File: config.mk
export PLATFORM = sky130hd
export DESIGN_NAME = hue_sequencer
export DESIGN_NICKNAME = d
export VERILOG_FILES = /design/src/rtl/hue_sequencer.sv
export SDC_FILE = /design/constraint.sdc
export NUM_CORES = 1
export LEC_CHECK = 0
export CORE_MARGIN = 8
export CORE_UTILIZATION = 30
export CTS_CLUSTER_DIAMETER = 50
export DETAILED_ROUTE_END_ITERATION = 10
export DONT_BUFFER_PORTS = 1
export MAX_ROUTING_LAYER = met4
export PLACE_DENSITY = 0.5
export SLEW_MARGIN = 10
export SYNTH_ARGS = -nofsm -noshare
export SYNTH_HDL_FRONTEND = slang
export SYNTH_SLANG_ARGS = --single-unit
File: constraint.sdc
create_clock -name clk -period 4 [get_ports clk]
set_input_delay 0.4 -clock clk [delete_from_list [all_inputs] [get_ports clk]]
set_output_delay 0.4 -clock clk [all_outputs]
set_load 0.05 [all_outputs]
File: src/rtl/hue_sequencer.sv
// Colour-wheel sequencer feeding the RGB PWM generators.
// Walks the six HSV hue segments and ramps one channel per segment.
// Duty changes are committed only on PWM frame boundaries.
// Ports:
//   clk, rst        - clock, synchronous active-high reset
//   enable          - 1 = run, 0 = freeze timer, pending step and outputs
//   frame_sync      - one-cycle pulse at the start of each PWM period
//   duty_r/g/b      - registered channel duties, 0..PWM_INTERVAL
//   segment         - current hue segment, 0..5
//   step_done       - pulses for one cycle after each committed step
//   wrap            - pulses for one cycle after segment 5 advances to 0
module hue_sequencer #(
  parameter int unsigned PWM_INTERVAL = 1200,
  parameter int unsigned STEP_SIZE    = 12,
  parameter int unsigned STEP_CYCLES  = 20000
) (
  input  logic                                clk,
  input  logic                                rst,
  input  logic                                enable,
  input  logic                                frame_sync,
  output logic [$clog2(PWM_INTERVAL+1)-1:0]   duty_r,
  output logic [$clog2(PWM_INTERVAL+1)-1:0]   duty_g,
  output logic [$clog2(PWM_INTERVAL+1)-1:0]   duty_b,
  output logic [2:0]                          segment,
  output logic                                step_done,
  output logic                                wrap
);

  localparam int unsigned DW = $clog2(PWM_INTERVAL + 1);
  localparam int unsigned EW = DW + 1;
  localparam int unsigned TW = (STEP_CYCLES > 1) ? $clog2(STEP_CYCLES) : 1;

  localparam logic [TW-1:0] TC_LAST = TW'(STEP_CYCLES - 1);
  localparam logic [EW-1:0] FULL_E  = EW'(PWM_INTERVAL);
  localparam logic [EW-1:0] STEP_E  = EW'(STEP_SIZE);
  localparam logic [DW-1:0] FULL    = DW'(PWM_INTERVAL);

  typedef enum logic [2:0] {
    SEG0 = 3'd0,
    SEG1 = 3'd1,
    SEG2 = 3'd2,
    SEG3 = 3'd3,
    SEG4 = 3'd4,
    SEG5 = 3'd5
  } seg_t;

  seg_t          seg_q, seg_d;
  logic [TW-1:0] timer_q, timer_d;
  logic          pending_q, pending_d;
  logic [DW-1:0] r_d, g_d, b_d;
  logic          done_d, wrap_d;

  logic          tc;
  logic          commit;
  logic          ramp_up;
  logic          at_end;
  logic [DW-1:0] ramp_cur;
  logic [DW-1:0] ramp_nxt;
  logic [EW-1:0] ramp_sum;
  logic [EW-1:0] ramp_dif;

  assign segment = seg_q;

  // Next-state: step timer, pending flag, ramp arithmetic and segment advance
  always_comb begin
    seg_d     = seg_q;
    timer_d   = timer_q;
    pending_d = pending_q;
    r_d       = duty_r;
    g_d       = duty_g;
    b_d       = duty_b;
    done_d    = 1'b0;
    wrap_d    = 1'b0;
    ramp_up   = 1'b0;
    ramp_cur  = '0;
    ramp_nxt  = '0;
    at_end    = 1'b0;

    // Ramping channel and direction for the current segment
    case (seg_q)
      SEG0:    begin ramp_cur = duty_g; ramp_up = 1'b1; end
      SEG1:    begin ramp_cur = duty_r; ramp_up = 1'b0; end
      SEG2:    begin ramp_cur = duty_b; ramp_up = 1'b1; end
      SEG3:    begin ramp_cur = duty_g; ramp_up = 1'b0; end
      SEG4:    begin ramp_cur = duty_r; ramp_up = 1'b1; end
      SEG5:    begin ramp_cur = duty_b; ramp_up = 1'b0; end
      default: begin ramp_cur = '0;     ramp_up = 1'b0; end
    endcase

    // One extra bit of headroom so the saturation tests never see a wrap
    ramp_sum = {1'b0, ramp_cur} + STEP_E;
    ramp_dif = {1'b0, ramp_cur} - STEP_E;
    if (ramp_up) begin
      if (ramp_sum >= FULL_E) begin
        ramp_nxt = FULL;
        at_end   = 1'b1;
      end else begin
        ramp_nxt = ramp_sum[DW-1:0];
      end
    end else begin
      if ({1'b0, ramp_cur} <= STEP_E) begin
        ramp_nxt = '0;
        at_end   = 1'b1;
      end else begin
        ramp_nxt = ramp_dif[DW-1:0];
      end
    end

    tc     = enable && (timer_q == TC_LAST);
    commit = enable && frame_sync && (pending_q || tc);

    if (enable) begin
      timer_d = tc ? '0 : timer_q + TW'(1);
    end

    // A terminal count without a frame edge parks one step; further counts merge
    if (commit) begin
      pending_d = 1'b0;
      done_d    = 1'b1;
      case (seg_q)
        SEG0, SEG3: g_d = ramp_nxt;
        SEG1, SEG4: r_d = ramp_nxt;
        default:    b_d = ramp_nxt;
      endcase
      if (at_end) begin
        seg_d  = (seg_q == SEG5) ? SEG0 : seg_t'(seg_q + 3'd1);
        wrap_d = (seg_q == SEG5);
      end
    end else if (tc) begin
      pending_d = 1'b1;
    end
  end

  // State and output registers
  always_ff @(posedge clk) begin
    if (rst) begin
      seg_q     <= SEG0;
      timer_q   <= '0;
      pending_q <= 1'b0;
      duty_r    <= FULL;
      duty_g    <= '0;
      duty_b    <= '0;
      step_done <= 1'b0;
      wrap      <= 1'b0;
    end else begin
      seg_q     <= seg_d;
      timer_q   <= timer_d;
      pending_q <= pending_d;
      duty_r    <= r_d;
      duty_g    <= g_d;
      duty_b    <= b_d;
      step_done <= done_d;
      wrap      <= wrap_d;
    end
  end

endmodule

==> results.json <==
{
  "final_antenna_net_count": 0,
  "power.leakage_nw": 1.34,
  "clkLatencyLatePin_ns": 0.32,
  "ys_types": 73,
  "yosysSeqAreaShare_pct": 33.9,
  "syn_inst": 386,
  "cp-start-kind": "register",
  "core_area_mm2": 0.0103,
  "tightest_slew_ns": 1.01,
  "hpwl_um": 7620,
  "utilization_pct": 35.2,
  "use_met1_pct": 17.3,
  "routabilityCongestion": 0.880,
  "met2_usage_pct": 22.2,
  "drtIter0Drc": 162,
  "most-common-layout-cells": "dfxtp_1 (54), nor2_1 (50), nand2_1 (36), buf_4 (34), o21ai_0 (25)",
  "fin_area_mm2": 0.00363,
  "syn_avg_cell_area_um2": 8.26,
  "ys_warn_count": 0,
  "numPortBuffers": 0,
  "final_max_slew_viol_count": 0,
  "root_buffer": "clkbuf_8",
  "cts_htree_levels": 2,
  "cts_tree": "yes",
  "instances_no_fill": 543,
  "period_share_pct": 92.7,
  "area_delta_synth_final_pct": 13.9,
  "ys_ff_latch": 54,
  "final_common_cell": "dfxtp_1",
  "synth_top_area_share_pct": 33.9,
  "dieHeight_um": 119,
  "irDropWorstVdd_mv": 0.138,
  "arrival_ns": 3.91,
  "min_period_ns": 3.71,
  "grt_pass1_wl_um": 15600,
  "ctsHoldBuffers": 0,
  "drive_above_1_share_pct": 16.7,
  "synth_edf_count": 0,
  "hold_violations": 0,
  "finClkSkew_ns": 0.0122,
  "rsz0062_at_grt": "false",
  "relSlewSlack_pct": 32.2,
  "grt_max_degree": 47,
  "cap_violations": 0,
  "synth.area.top_cells": "dfxtp_1 (34%), nor2_1 (5.9%), nand2_1 (4.2%)",
  "tns_ns": 0,
  "antenna_cells": 0,
  "fillers": 1084,
  "worst_setup_path_end_kind": "register",
  "vias": 2993,
  "clkSlewWorstSetupHoldPaths_ns": 0.12,
  "async_flop_share_pct": 0,
  "fin_nets": 414,
  "placed_area_mm2": 0.00351,
  "cts_buffers": 5,
  "die_width_um": 119,
  "min_path_type": "in -> reg",
  "start_util_pct": 30.9,
  "setup_viol": 0,
  "cts.sinks": 54,
  "p_per_area_mw_per_mm2": 245,
  "required_ns": 4.21,
  "critPathMaxFanout": 9,
  "top_usage_layer": "met2",
  "wl_um": 9890,
  "clock_path_buffers": 2,
  "grt_usage_pct": 14.1,
  "placed_cells": 535,
  "drt_first_pass_iters": 5,
  "row_count": 37,
  "grt_pass1_vias": 2742,
  "dieArea_mm2": 0.0142,
  "syn_area_mm2": 0.00319,
  "crit_type": "reg -> reg",
  "antenna_found_initial": 0,
  "via_per_inst": 5.51,
  "synth_nets": 394,
  "ys.flop_type": "dfxtp_1",
  "grt-ovfl-total": 0,
  "synth.largest_area_cell": "dfxtp_1",
  "fmax_mhz": 270,
  "drc_errors": 0,
  "pin_count": 42,
  "wl_per_cell_um": 18.2,
  "status": "complete, no violations",
  "gr-usage-met3_pct": 4.16
}
per-layer routing:
layer  routed length, um  up-vias
met5                   0        -
met4                  90        0
met3                 781        9
met2                4550       88
met1                4470     1436
li1                    -     1460
critical path, stage by stage, from the launching register on:
cell and delay (ns):
dfxtp_1 0.43, buf_4 0.29, nor3b_2 0.23, or2_1 0.32, a221o_1 0.27, inv_1 0.07
ha_1 0.25, nand2b_1 0.20, or2_1 0.25, o31a_1 0.35, o31ai_2 0.39, buf_4 0.24
a21o_1 0.21, o21ai_1 0.09
power breakdown:
part	switching (mW)	total [mW]	leakage (nW)	internal [mW]
clock network	0.211	0.341	0.0502	0.131
registers	0.00129	0.540	0.435	0.539
logic	0.00368	0.00866	0.856	0.00498
sequential cells by signal, summed over array words and instances (netlist names):
signal and flops:
duty_b 11, timer_q 15, wrap 1, duty_r 11
segment 3, duty_g 11, pending_q 1, step_done 1
worst paths after layout:
check,start,to,slack (ns),depth (start not counted)
worst max-delay path,segment[1],duty_r[4],0.29,13
worst min-delay path,rst,duty_r[2],0.15,1
worst max register to register,segment[1],duty_r[4],0.29,13
worst min register to register,timer_q[1],timer_q[1],0.49,2
what timing repair did:
action                     4_1_cts  5_1_grt
hold endpoints to repair         0        0
gates resized for setup          0        3
setup endpoints to repair        0       11
setup buffers                    0        0
cells in the mapped netlist, types with 3 or more instances:
library cell	number
or3_1	8
xor2_1	12
nand4_1	5
inv_1	5
nand2b_1	4
nor4b_1	3
o21ai_0	25
nand3_1	9
a31oi_1	3
o21ai_1	4
dfxtp_1	54
nand2_1	36
ha_1	4
a22oi_1	3
mux2i_1	4
xnor2_1	8
o31ai_1	3
nor2_1	50
a211oi_1	8
nor3_1	4
a221o_1	3
and2_1	3
o2111ai_1	3
clkbuf_1	11
and3_1	5
a21o_1	6
or2_1	4
o21a_1	10
buf_2	4
nand3b_1	14
a21oi_1	16
per-stage QoR:
stage	power [mW]	worst slack (ns)	hold slack [ns]
detailed placement	0.561	0.192	0.481
global placement	0.561	0.215	0.468
floorplan	0.566	-0.000749	0.454
finish	0.890	0.293	0.145
global route	0.925	0.0496	0.127
CTS	0.904	0.142	0.129
layout make-up:
type                            instances  area, um^2  share of cell area, %
Clock inverter                          3        28.8                  0.793
Timing Repair Buffer                   34         255                   7.03
Clock buffer                            5        68.8                   1.90
Multi-Input combinational cell        305        2000                   55.2
Sequential cell                        54        1080                   29.8
Tap cell                              136         170                   4.69
Inverter                                6        22.5                  0.620
cells by family (layout without fill, tap and decap cells):
| kind of cell | Yosys count | count (layout) | synth area share [%] |
|---|---|---|---|
| xor gates and xnor gates | 21 | 21 | 6.01 |
| DFF | 54 | 54 | 33.9 |
| muxes | 6 | 6 | 1.96 |
| and+or+nand+nor | 158 | 158 | 25.2 |
| buffers and inverters | 27 | 48 | 3.85 |
| AOI/OAI and AO/OA | 116 | 116 | 27.4 |
| adders and majority gates | 4 | 4 | 1.57 |
(Power assumes the default switching activity.)
